## src/rtl/enc_cfg_pkg.sv

```systemverilog
// Shared types and default constants for the encoder-driven parameter controller.
package enc_cfg_pkg;

  typedef enum logic [1:0] {
    BROWSE = 2'd0,
    EDIT   = 2'd1,
    COMMIT = 2'd2
  } enc_state_e;

  localparam int unsigned PARAM_MAX_DEF   = 200;
  localparam int unsigned TIMEOUT_CYC_DEF = 60_000_000;
  localparam int unsigned FAST_CYC_DEF    = 600_000;

  localparam int unsigned STEP_DELTA_SLOW = 1;
  localparam int unsigned STEP_DELTA_FAST = 4;

endpackage

```

## src/rtl/encoder_param_ctrl_sat_updown.sv

```systemverilog
// Combinational saturating add/sub of a step delta, clamped to 0..MAXV.
module sat_updown #(
  parameter int unsigned PW   = 8,
  parameter int unsigned MAXV = 200
) (
  input  logic [PW-1:0] i_value,
  input  logic [PW-1:0] i_delta,
  input  logic          i_up,
  input  logic          i_dn,
  output logic [PW-1:0] o_value
);

  localparam logic [PW:0] LIM = (PW+1)'(MAXV);

  logic [PW:0] w_sum;
  logic [PW:0] w_dif;

  // One extra bit catches both overflow past the bound and borrow below zero
  assign w_sum = {1'b0, i_value} + {1'b0, i_delta};
  assign w_dif = {1'b0, i_value} - {1'b0, i_delta};

  always_comb begin
    o_value = i_value;
    if (i_up && !i_dn) begin
      o_value = (w_sum > LIM) ? LIM[PW-1:0] : w_sum[PW-1:0];
    end else if (i_dn && !i_up) begin
      o_value = w_dif[PW] ? '0 : w_dif[PW-1:0];
    end
  end

endmodule

```

## src/rtl/encoder_param_ctrl.sv

```systemverilog
// Encoder/key driven browse-edit-commit controller for a bank of config parameters.
// Build option: define ENC_ACCEL_EN to enable fast-spin step acceleration while editing.
//
//   state  | meaning
//   BROWSE | encoder moves sel (wrapping); key opens the selected parameter
//   EDIT   | encoder adjusts shadow value (saturating); key commits; idle abandons
//   COMMIT | single cycle: shadow written to bank, strobe issued on next edge
module encoder_param_ctrl
  import enc_cfg_pkg::*;
#(
  parameter int unsigned NUM_PARAMS  = 4,
  parameter int unsigned PW          = 8,
  parameter int unsigned PARAM_MAX   = PARAM_MAX_DEF,
  parameter int unsigned TIMEOUT_CYC = TIMEOUT_CYC_DEF,
  parameter int unsigned FAST_CYC    = FAST_CYC_DEF,
  localparam int unsigned SW         = $clog2(NUM_PARAMS)
) (
  input  logic                     clk,
  input  logic                     rst_n,
  input  logic                     step_cw,
  input  logic                     step_ccw,
  input  logic                     key_press,
  output logic [SW-1:0]            sel,
  output logic                     edit_mode,
  output logic [PW-1:0]            edit_value,
  output logic [NUM_PARAMS*PW-1:0] param_flat,
  output logic                     cfg_update,
  output logic [SW-1:0]            cfg_index
);

  localparam int unsigned TW      = (TIMEOUT_CYC > 1) ? $clog2(TIMEOUT_CYC) : 1;
  localparam logic [TW-1:0] TO_LAST = TW'(TIMEOUT_CYC - 1);
  localparam logic [SW-1:0] SEL_LAST = SW'(NUM_PARAMS - 1);

  enc_state_e r_state;
  enc_state_e w_state_nx;

  logic [SW-1:0] r_sel;
  logic [PW-1:0] r_edit_value;
  logic [PW-1:0] r_param [NUM_PARAMS];
  logic          r_cfg_update;
  logic [SW-1:0] r_cfg_index;
  logic [TW-1:0] r_to_cnt;

  logic          w_cw;
  logic          w_ccw;
  logic          w_enter_edit;
  logic          w_edit_step;
  logic          w_timeout;
  logic [PW-1:0] w_delta;
  logic [PW-1:0] w_sat_value;

  // A key wins over any step; opposing steps in one cycle cancel
  assign w_cw  = step_cw  && !step_ccw && !key_press;
  assign w_ccw = step_ccw && !step_cw  && !key_press;

  always_ff @(posedge clk or negedge rst_n) begin
    if (!rst_n) begin
      r_state <= BROWSE;
    end else begin
      r_state <= w_state_nx;
    end
  end

  always_comb begin
    w_state_nx   = r_state;
    w_enter_edit = 1'b0;
    w_edit_step  = 1'b0;
    w_timeout    = 1'b0;
    case (r_state)
      BROWSE: begin
        if (key_press) begin
          w_state_nx   = EDIT;
          w_enter_edit = 1'b1;
        end
      end
      EDIT: begin
        if (key_press) begin
          w_state_nx = COMMIT;
        end else if (w_cw || w_ccw) begin
          w_edit_step = 1'b1;
        end else if (r_to_cnt == TO_LAST) begin
          w_state_nx = BROWSE;
          w_timeout  = 1'b1;
        end
      end
      COMMIT: begin
        w_state_nx = BROWSE;
      end
      default: begin
        w_state_nx = BROWSE;
      end
    endcase
  end

`ifdef ENC_ACCEL_EN
  localparam int unsigned FCW     = $clog2(FAST_CYC + 1);
  localparam logic [FCW-1:0] GAP_SAT = FCW'(FAST_CYC);

  logic [FCW-1:0] r_gap_cnt;

  // Cycles since the previous edit step; a fresh edit starts saturated so its first step is slow
  always_ff @(posedge clk or negedge rst_n) begin
    if (!rst_n) begin
      r_gap_cnt <= GAP_SAT;
    end else if (w_enter_edit) begin
      r_gap_cnt <= GAP_SAT;
    end else if (w_edit_step) begin
      r_gap_cnt <= FCW'(1);
    end else if (r_gap_cnt != GAP_SAT) begin
      r_gap_cnt <= r_gap_cnt + FCW'(1);
    end
  end

  assign w_delta = (r_gap_cnt < GAP_SAT) ? PW'(STEP_DELTA_FAST) : PW'(STEP_DELTA_SLOW);
`else
  assign w_delta = PW'(STEP_DELTA_SLOW);
`endif

  sat_updown #(
    .PW   (PW),
    .MAXV (PARAM_MAX)
  ) u_sat (
    .i_value (r_edit_value),
    .i_delta (w_delta),
    .i_up    (w_cw),
    .i_dn    (w_ccw),
    .o_value (w_sat_value)
  );

  always_ff @(posedge clk or negedge rst_n) begin
    if (!rst_n) begin
      r_sel <= '0;
    end else if (r_state == BROWSE) begin
      if (w_cw) begin
        r_sel <= (r_sel == SEL_LAST) ? '0 : r_sel + SW'(1);
      end else if (w_ccw) begin
        r_sel <= (r_sel == '0) ? SEL_LAST : r_sel - SW'(1);
      end
    end
  end

  always_ff @(posedge clk or negedge rst_n) begin
    if (!rst_n) begin
      r_edit_value <= '0;
    end else if (w_enter_edit) begin
      r_edit_value <= r_param[r_sel];
    end else if (w_edit_step) begin
      r_edit_value <= w_sat_value;
    end
  end

  always_ff @(posedge clk or negedge rst_n) begin
    if (!rst_n) begin
      r_to_cnt <= '0;
    end else if (r_state != EDIT || key_press || w_cw || w_ccw || w_timeout) begin
      r_to_cnt <= '0;
    end else begin
      r_to_cnt <= r_to_cnt + TW'(1);
    end
  end

  // Bank write and strobe land on the same edge, so consumers see the new value with cfg_update
  always_ff @(posedge clk or negedge rst_n) begin
    if (!rst_n) begin
      for (int i = 0; i < NUM_PARAMS; i++) begin
        r_param[i] <= '0;
      end
      r_cfg_update <= 1'b0;
      r_cfg_index  <= '0;
    end else begin
      r_cfg_update <= (r_state == COMMIT);
      if (r_state == COMMIT) begin
        r_param[r_sel] <= r_edit_value;
        r_cfg_index    <= r_sel;
      end
    end
  end

  always_comb begin
    param_flat = '0;
    for (int i = 0; i < NUM_PARAMS; i++) begin
      param_flat[i*PW +: PW] = r_param[i];
    end
  end

  assign sel        = r_sel;
  assign edit_mode  = (r_state == EDIT);
  assign edit_value = r_edit_value;
  assign cfg_update = r_cfg_update;
  assign cfg_index  = r_cfg_index;

endmodule
```

## config.mk

```make
export PLATFORM = sky130hd
export DESIGN_NAME = encoder_param_ctrl
export DESIGN_NICKNAME = d
export VERILOG_FILES = /design/src/rtl/enc_cfg_pkg.sv /design/src/rtl/encoder_param_ctrl_sat_updown.sv /design/src/rtl/encoder_param_ctrl.sv
export SDC_FILE = /design/constraint.sdc
export NUM_CORES = 1
export LEC_CHECK = 0
export CORE_ASPECT_RATIO = 0.5
export CORE_MARGIN = 2
export CORE_UTILIZATION = 60
export DETAILED_ROUTE_END_ITERATION = 8
export GPL_ROUTABILITY_DRIVEN = 1
export PLACE_DENSITY = 0.86
export SLEW_MARGIN = 40
export SYNTH_ARGS = -nofsm -noshare
export SYNTH_HDL_FRONTEND = slang
export SYNTH_SLANG_ARGS = --single-unit
```

## constraint.sdc

```tcl
create_clock -name clk -period 3.6 [get_ports clk]
set_input_delay 0.72 -clock clk [delete_from_list [all_inputs] [get_ports clk]]
set_output_delay 0.72 -clock clk [all_outputs]
set_load 0.005 [all_outputs]
```

==> reports/metrics.cfg, run 1 <==
[final_layout]
stdcell_count=530
nets=450
areaGrowthSynthToFinish_pct=21.2
drive_gt1_share_pct=11.3
antenna_cells=0

[synthesis]
synth-seq-cells=73
synth_area_leader_cell=dfrtp_1
yosys_warnings=0
ys_seq_area_share_pct=46.5
ys.flop_type=dfrtp_1
yosysMostFrequentCell=dfrtp_1
synth_area_leaders=dfrtp_1 (46%), mux2_2 (5.4%), mux4_2 (4.6%)
syn_nets=409
synth-edff-count=0
async_flop_share_pct=100
syn_area_per_cell_sq_um=9.92
mappedNetlistArea_sq_um=3930
yosys-top-cells-count=dfrtp_1 (73), nand2_1 (47), nor2_1 (40)
syn_inst=396
synth_top_area_share_pct=46.5
ys_types=53

[routing]
wl_met1_microns=3820
drc=0
wl_met3_microns=755
ant_nets=0
initialDrtViolationCount=263
viasPerCell=6.21
vias=3292
routedWlPerCell_microns=18.1
dr_wl_met2_microns=4750
first_pass_iters=4
drt-total-wl_microns=9600
routed.top_layer=met4

[clock_tree]
cts_tree=done
clk_latency_ps=340
holdBufCountCts=0
cts_setup_buffers=0
clk_pin_slew_ps=60
clockBufferDepth=2
numCtsBuffers=9
clkSinkCount=73
htreeDepth=3
clockRootBuffer=clkbuf_16
cts_resized=0

[timing]
hold_viol_final=0
finalSetupViolCount=0
fmax_mhz=400
worst_pin_slew_ps=710
fin_crit_sh_pct=69.4
finalMaxSlewViolations=0
tns_ps=0
rsz0062_at_grt=no
max_slew_margin_pct=52.6
post-route-min-period_ps=2500
fin_skew_ps=6.95

[placed_design]
dpl.hpwl_microns=6590
gp_congestion=0.932
port_buffers=50
dp_cells=514

[pwr]
vdd_drop_max_mv=0.423
switching_share_pct=36.0
power.density_nw_per_um2=789
p_int_uw=2410
p_switching_uw=1350
p_leak_uw=0.00193
p_clk_share_pct=24.9
p_seq_share_pct=38.3
combPwrFrac_pct=36.9

[critical_path]
worstPathRequired_ps=3880
critPathMaxStageDelay_ps=550
startpoint_type=input pin
r2r_cells=7
path_depth=7
cp_top_family=simple AND/OR/NAND/NOR gates
crit_fanout=11
endpoint_kind=flop
worstPathArrival_ps=2780
cp_cell_sequence=clkdlybuf4s50_1 > xor2_1 > nand3b_1 > a21o_1 > or4_1 > nor3_1 > a311o_1
worstSetupPathType=input pin to flop
slowest_stage=clkdlybuf4s50_1
critPathBufInv=1

[floorplanning]
die-area_sq_um=7250
floorplan.die.height_microns=61.2
core-area_sq_um=6210
die_x_microns=118
start_util_pct=63.3
num_rows=20
boundaryPins=51

[grt]
antenna_found_initial=0
grt_first_pass_wirelength_microns=15600
grt_max_degree=31
track_usage_pct=28.6
grt_overflow=0
grt_pass1_vias=3225

[job]
maxCapViolations=0

[outcome]
status=finished clean

[min_path]
hold_class=input pin to async pin

cell families (layout without fill, tap and decap cells):
group | count (synthesis) | after routing | synth area share, %
AO/OA/AOI/OAI | 67 | 67 | 10.8
XOR/XNOR | 29 | 29 | 6.46
adder cells (fa/ha/maj) | 8 | 8 | 2.55
multiplexers | 28 | 28 | 10.3
AND/OR/NAND/NOR | 159 | 159 | 19.8
buffers and inverters | 32 | 78 | 3.60
flip-flops | 73 | 73 | 46.5
final cells by class:
cell class	count	area, sq um
clock buffer	9	225
clock inverter	7	86.3
fill	419	1440
inverter	9	33.8
multi-input combinational	291	1960
sequential	73	1830
tap	88	110
timing repair buffer	53	518
registers in the layout, indices dropped and copies added, names as in the netlist:
signal / cells
edit_value: 8
param_flat: 32
cfg_update: 1
sel: 2
cfg_index: 2
r_state: 2
r_to_cnt: 26
metal layers:
metal | GRT usage (%) | vias up
li1 | - | 1491
met1 | 34.1 | 1627
met2 | 49.5 | 147
met3 | 8.98 | 27
met4 | 13.6 | 0
met5 | 0 | -
power groups by stage:
| stage | Sequential [uW] | Combinational [uW] | Clock [uW] |
|---|---|---|---|
| after floorplan | 1260 | 861 | 0 |
| after global placement | 1410 | 1330 | 0 |
| after detailed placement | 1440 | 1360 | 0 |
| after CTS | 1430 | 1390 | 949 |
| after global routing | 1480 | 1500 | 987 |
| final | 1440 | 1390 | 935 |
worst paths after layout:
kind / start / endpoint / slack, ps
max: step_ccw / edit_value[5]$_DFFE_PN0P_ / 1100
min: rst_n / cfg_index[0]$_DFFE_PN0P_ / 420
max reg2reg: edit_value[1]$_DFFE_PN0P_ / edit_value[0]$_DFFE_PN0P_ / 1140
min reg2reg: cfg_index[1]$_DFFE_PN0P_ / cfg_index[1]$_DFFE_PN0P_ / 510
max in group asynchronous: rst_n / r_to_cnt[11]$_DFF_PN0_ / 2390
min in group clk: cfg_index[1]$_DFFE_PN0P_ / cfg_index[1]$_DFFE_PN0P_ / 510
per-stage QoR:
| stage | setup WS, ps | hold WS [ps] | total power (uW) | utilization, % | instance area (sq um) |
|---|---|---|---|---|---|
| after floorplan | 1450 | 424 | 2120 | - | 3930 |
| after global placement | 854 | 486 | 2740 | 71.7 | 4450 |
| after detailed placement | 755 | 498 | 2800 | 71.7 | 4450 |
| after CTS | 1070 | 431 | 3770 | 76.7 | 4760 |
| after global routing | 947 | 472 | 3970 | 76.7 | 4760 |
| final | 1100 | 425 | 3760 | 76.7 | 4760 |
cells in the final DEF, fill, tap and decap left out, drive strengths merged, types with 3 or more instances in the layout:
| cell type | instances |
|---|---|
| o21ai | 22 |
| ha | 8 |
| a211oi | 3 |
| nand4 | 7 |
| buf | 4 |
| nand3 | 16 |
| o22ai | 3 |
| or4 | 4 |
| nor3 | 12 |
| and3 | 5 |
| and2 | 5 |
| mux2 | 19 |
| clkbuf | 9 |
| a21oi | 16 |
| clkdlybuf4s50 | 49 |
| a211o | 3 |
| xor2 | 17 |
| nand2b | 4 |
| o2bb2ai | 3 |
| mux4 | 8 |
| o31ai | 3 |
| xnor2 | 12 |
| or3 | 3 |
| nand2 | 47 |
| inv | 12 |
| dfrtp | 73 |
| nor2 | 40 |
| nor2b | 4 |
| nand3b | 3 |
worst register-to-register path: cells and delay by family (launching register included):
kind,cells,cell delay (ps)
AO/OA/AOI/OAI,4,920
adder cells (fa/ha/maj),1,460
flip-flops,1,550
AND/OR/NAND/NOR,2,410
Note: power is estimated with default switching activity, not from simulation.
==> run 2, diff against run 1 <==
- CORE_UTILIZATION: 60 -> 50
- PLACE_DENSITY: 0.86 -> 0.76
- clock period: 3.6 -> 2.29 ns (I/O delays scaled with it)
==> run 2 against run 1 <==
  * Sequential share of layout area is 2.0 points lower
  * Critical path depth is 2 higher
  * Wire length is 0.10% higher
  * Total power is 63% higher
  * Final cell count is 9.2% higher
  * Final area is 5.6% higher
  * Combinational power is 91% higher
==> reports/metrics.cfg, run 2 (same netlist as run 1, synthesis figures left out) <==
[outcome]
status=finished clean  ; unchanged

[floorplanning]
floorplan.die.height_microns=66.7  ; was 61.2 microns
start_util_pct=52.7  ; was 63.3%
die_x_microns=129  ; was 118 microns
die-area_sq_um=8630  ; was 7250 sq um
boundaryPins=51  ; unchanged
num_rows=22  ; was 20
core-area_sq_um=7460  ; was 6210 sq um

[critical_path]
r2r-start=edit_value[1]$_DFFE_PN0P_  ; unchanged
worstSetupPathType=flop to flop  ; was input pin to flop
ff2ff_setup_slack_ps=190  ; was 1140 ps
cp_cell_sequence=buf_4 > inv_1 > ha_1 > nor4b_4 > a21oi_1 > and3_1 > o21ai_0 > o21ai_0 > a311o_1  ; was clkdlybuf4s50_1 > xor2_1 > nand3b_1 > a21o_1 > or4_1 > nor3_1 > a311o_1
cp_top_family=compound AO/OA/AOI/OAI gates  ; was simple AND/OR/NAND/NOR gates
r2r_cells=9  ; was 7
critPathMaxStageDelay_ps=390  ; was 550 ps
reg2reg_to=edit_value[5]$_DFFE_PN0P_  ; was edit_value[0]$_DFFE_PN0P_
slowest_stage=dfrtp_1  ; was clkdlybuf4s50_1
startpoint_type=flop  ; was input pin
critPathBufInv=2  ; was 1
critPathMostFrequentCell=o21ai_0
worstPathArrival_ps=2320  ; was 2780 ps
endpoint_kind=flop  ; unchanged
worstPathRequired_ps=2510  ; was 3880 ps
crit_fanout=4  ; was 11

[pwr]
power.density_nw_per_um2=1220  ; was 789 nW/um^2
p_leak_uw=0.00208  ; was 0.00193 uW
vdd_drop_max_mv=0.471  ; was 0.423 mV

[routing]
first_pass_iters=5  ; was 4
drt-total-wl_microns=9610  ; was 9600 microns
ant_nets=0  ; unchanged
vias=3240  ; was 3292
initialDrtViolationCount=213  ; was 263
drc=0  ; unchanged
routedWlPerCell_microns=16.6  ; was 18.1 microns
viasPerCell=5.60  ; was 6.21

[final_layout]
mostFrequentLayoutCell=dfrtp_1  ; unchanged
antenna_cells=0  ; unchanged
nets=479  ; was 450
largest_register_ffs=32  ; unchanged
areaGrowthSynthToFinish_pct=28.0  ; was 21.2%
drive_gt1_share_pct=17.2  ; was 11.3%
design_area_sq_um=5030  ; was 4760 sq um
final_cell_mix=dfrtp_1 (72), clkdlybuf4s50_1 (49), nand2_1 (47)  ; was dfrtp_1 (73), clkdlybuf4s50_1 (49), nand2_1 (47)

[clock_tree]
cts_setup_buffers=0  ; unchanged
clockBufferDepth=2  ; unchanged
clk_pin_slew_ps=60  ; about the same
clockRootBuffer=clkbuf_16  ; unchanged
holdBufCountCts=0  ; unchanged
numCtsBuffers=9  ; unchanged
cts_tree=done  ; unchanged
clk_latency_ps=330  ; was 340 ps
clkSinkCount=73  ; unchanged
cts_resized=0  ; unchanged
htreeDepth=3  ; unchanged

[placed_design]
placed_area_sq_um=4720  ; was 4450 sq um
gp_congestion=0.933  ; was 0.932
pre_cts_ws_ps=-108  ; was 755 ps
port_buffers=50  ; unchanged
dpl.hpwl_microns=6710  ; was 6590 microns

[timing]
fin_skew_ps=6.37  ; was 6.95 ps
fmax_mhz=476
worst_pin_slew_ps=594  ; was 710 ps
rsz0062_at_grt=no  ; unchanged
finalMaxSlewViolations=0  ; unchanged
finalSetupViolCount=0  ; unchanged
worst_slack_ps=190  ; was 1100 ps
fin_crit_sh_pct=91.7
max_slew_margin_pct=60.4  ; was 52.6%
hold_viol_final=0  ; unchanged
post-route-min-period_ps=2100

[job]
maxCapViolations=0  ; unchanged

[grt]
track_usage_pct=24.7  ; was 28.6%
antenna_found_initial=0  ; unchanged
grt_pass1_vias=3214  ; was 3225
grt_overflow=0  ; unchanged
grt_first_pass_wirelength_microns=16000  ; was 15600 microns
grt_max_degree=49  ; was 31

[min_path]
hold_class=input pin to async pin  ; unchanged

==> run 2: how the worst max path moves through the flow <==
stage,startpoint,end,cells past startpoint
2_1_floorplan,edit_value[1]$_DFFE_PN0P_,edit_value[0]$_DFFE_PN0P_,8
3_3_place_gp,step_ccw,edit_value[5]$_DFFE_PN0P_,7
3_5_place_dp,step_ccw,edit_value[5]$_DFFE_PN0P_,7
4_1_cts,edit_value[0]$_DFFE_PN0P_,edit_value[0]$_DFFE_PN0P_,7
5_1_grt,edit_value[1]$_DFFE_PN0P_,edit_value[5]$_DFFE_PN0P_,9
6_report,edit_value[1]$_DFFE_PN0P_,edit_value[5]$_DFFE_PN0P_,9
==> run 2: layout make-up <==
cell class / instances / area [sq um]
fill: 567 / 2430
multi-input combinational: 291 / 1970
sequential: 73 / 1830
timing repair buffer: 82 / 761
clock buffer: 11 / 243
tap: 108 / 135
clock inverter: 5 / 55.1
inverter: 9 / 33.8
==> run 2: metal layers <==
| layer | track usage [%] | share of wire (%) |
|---|---|---|
| met3 | 6.02 | 4.6 |
| met4 | 8.83 | 1.5 |
| met2 | 42.0 | 50 |
| met1 | 31.1 | 44 |
| met5 | 0 | 0 |
==> run 2: power by group <==
group	internal, uW	switching [uW]	leakage (uW)
clock	868	518	0.000142
sequential	1650	423	0.000961
combinational	1480	1170	0.000977
total	4000	2110	0.00208
==> run 2: per-stage QoR <==
stage                     hold slack (ps)  total power, uW  util [%]  instances  TNS, ps
after floorplan                       162             3330         -        396        0
after global placement                493             4600      63.3        563    -70.7
after detailed placement              498             4670      63.3        563     -263
after CTS                             149             6100      67.2        579        0
after global routing                  162             6470      67.4        579        0
final                                 123             6110      67.4        579        0
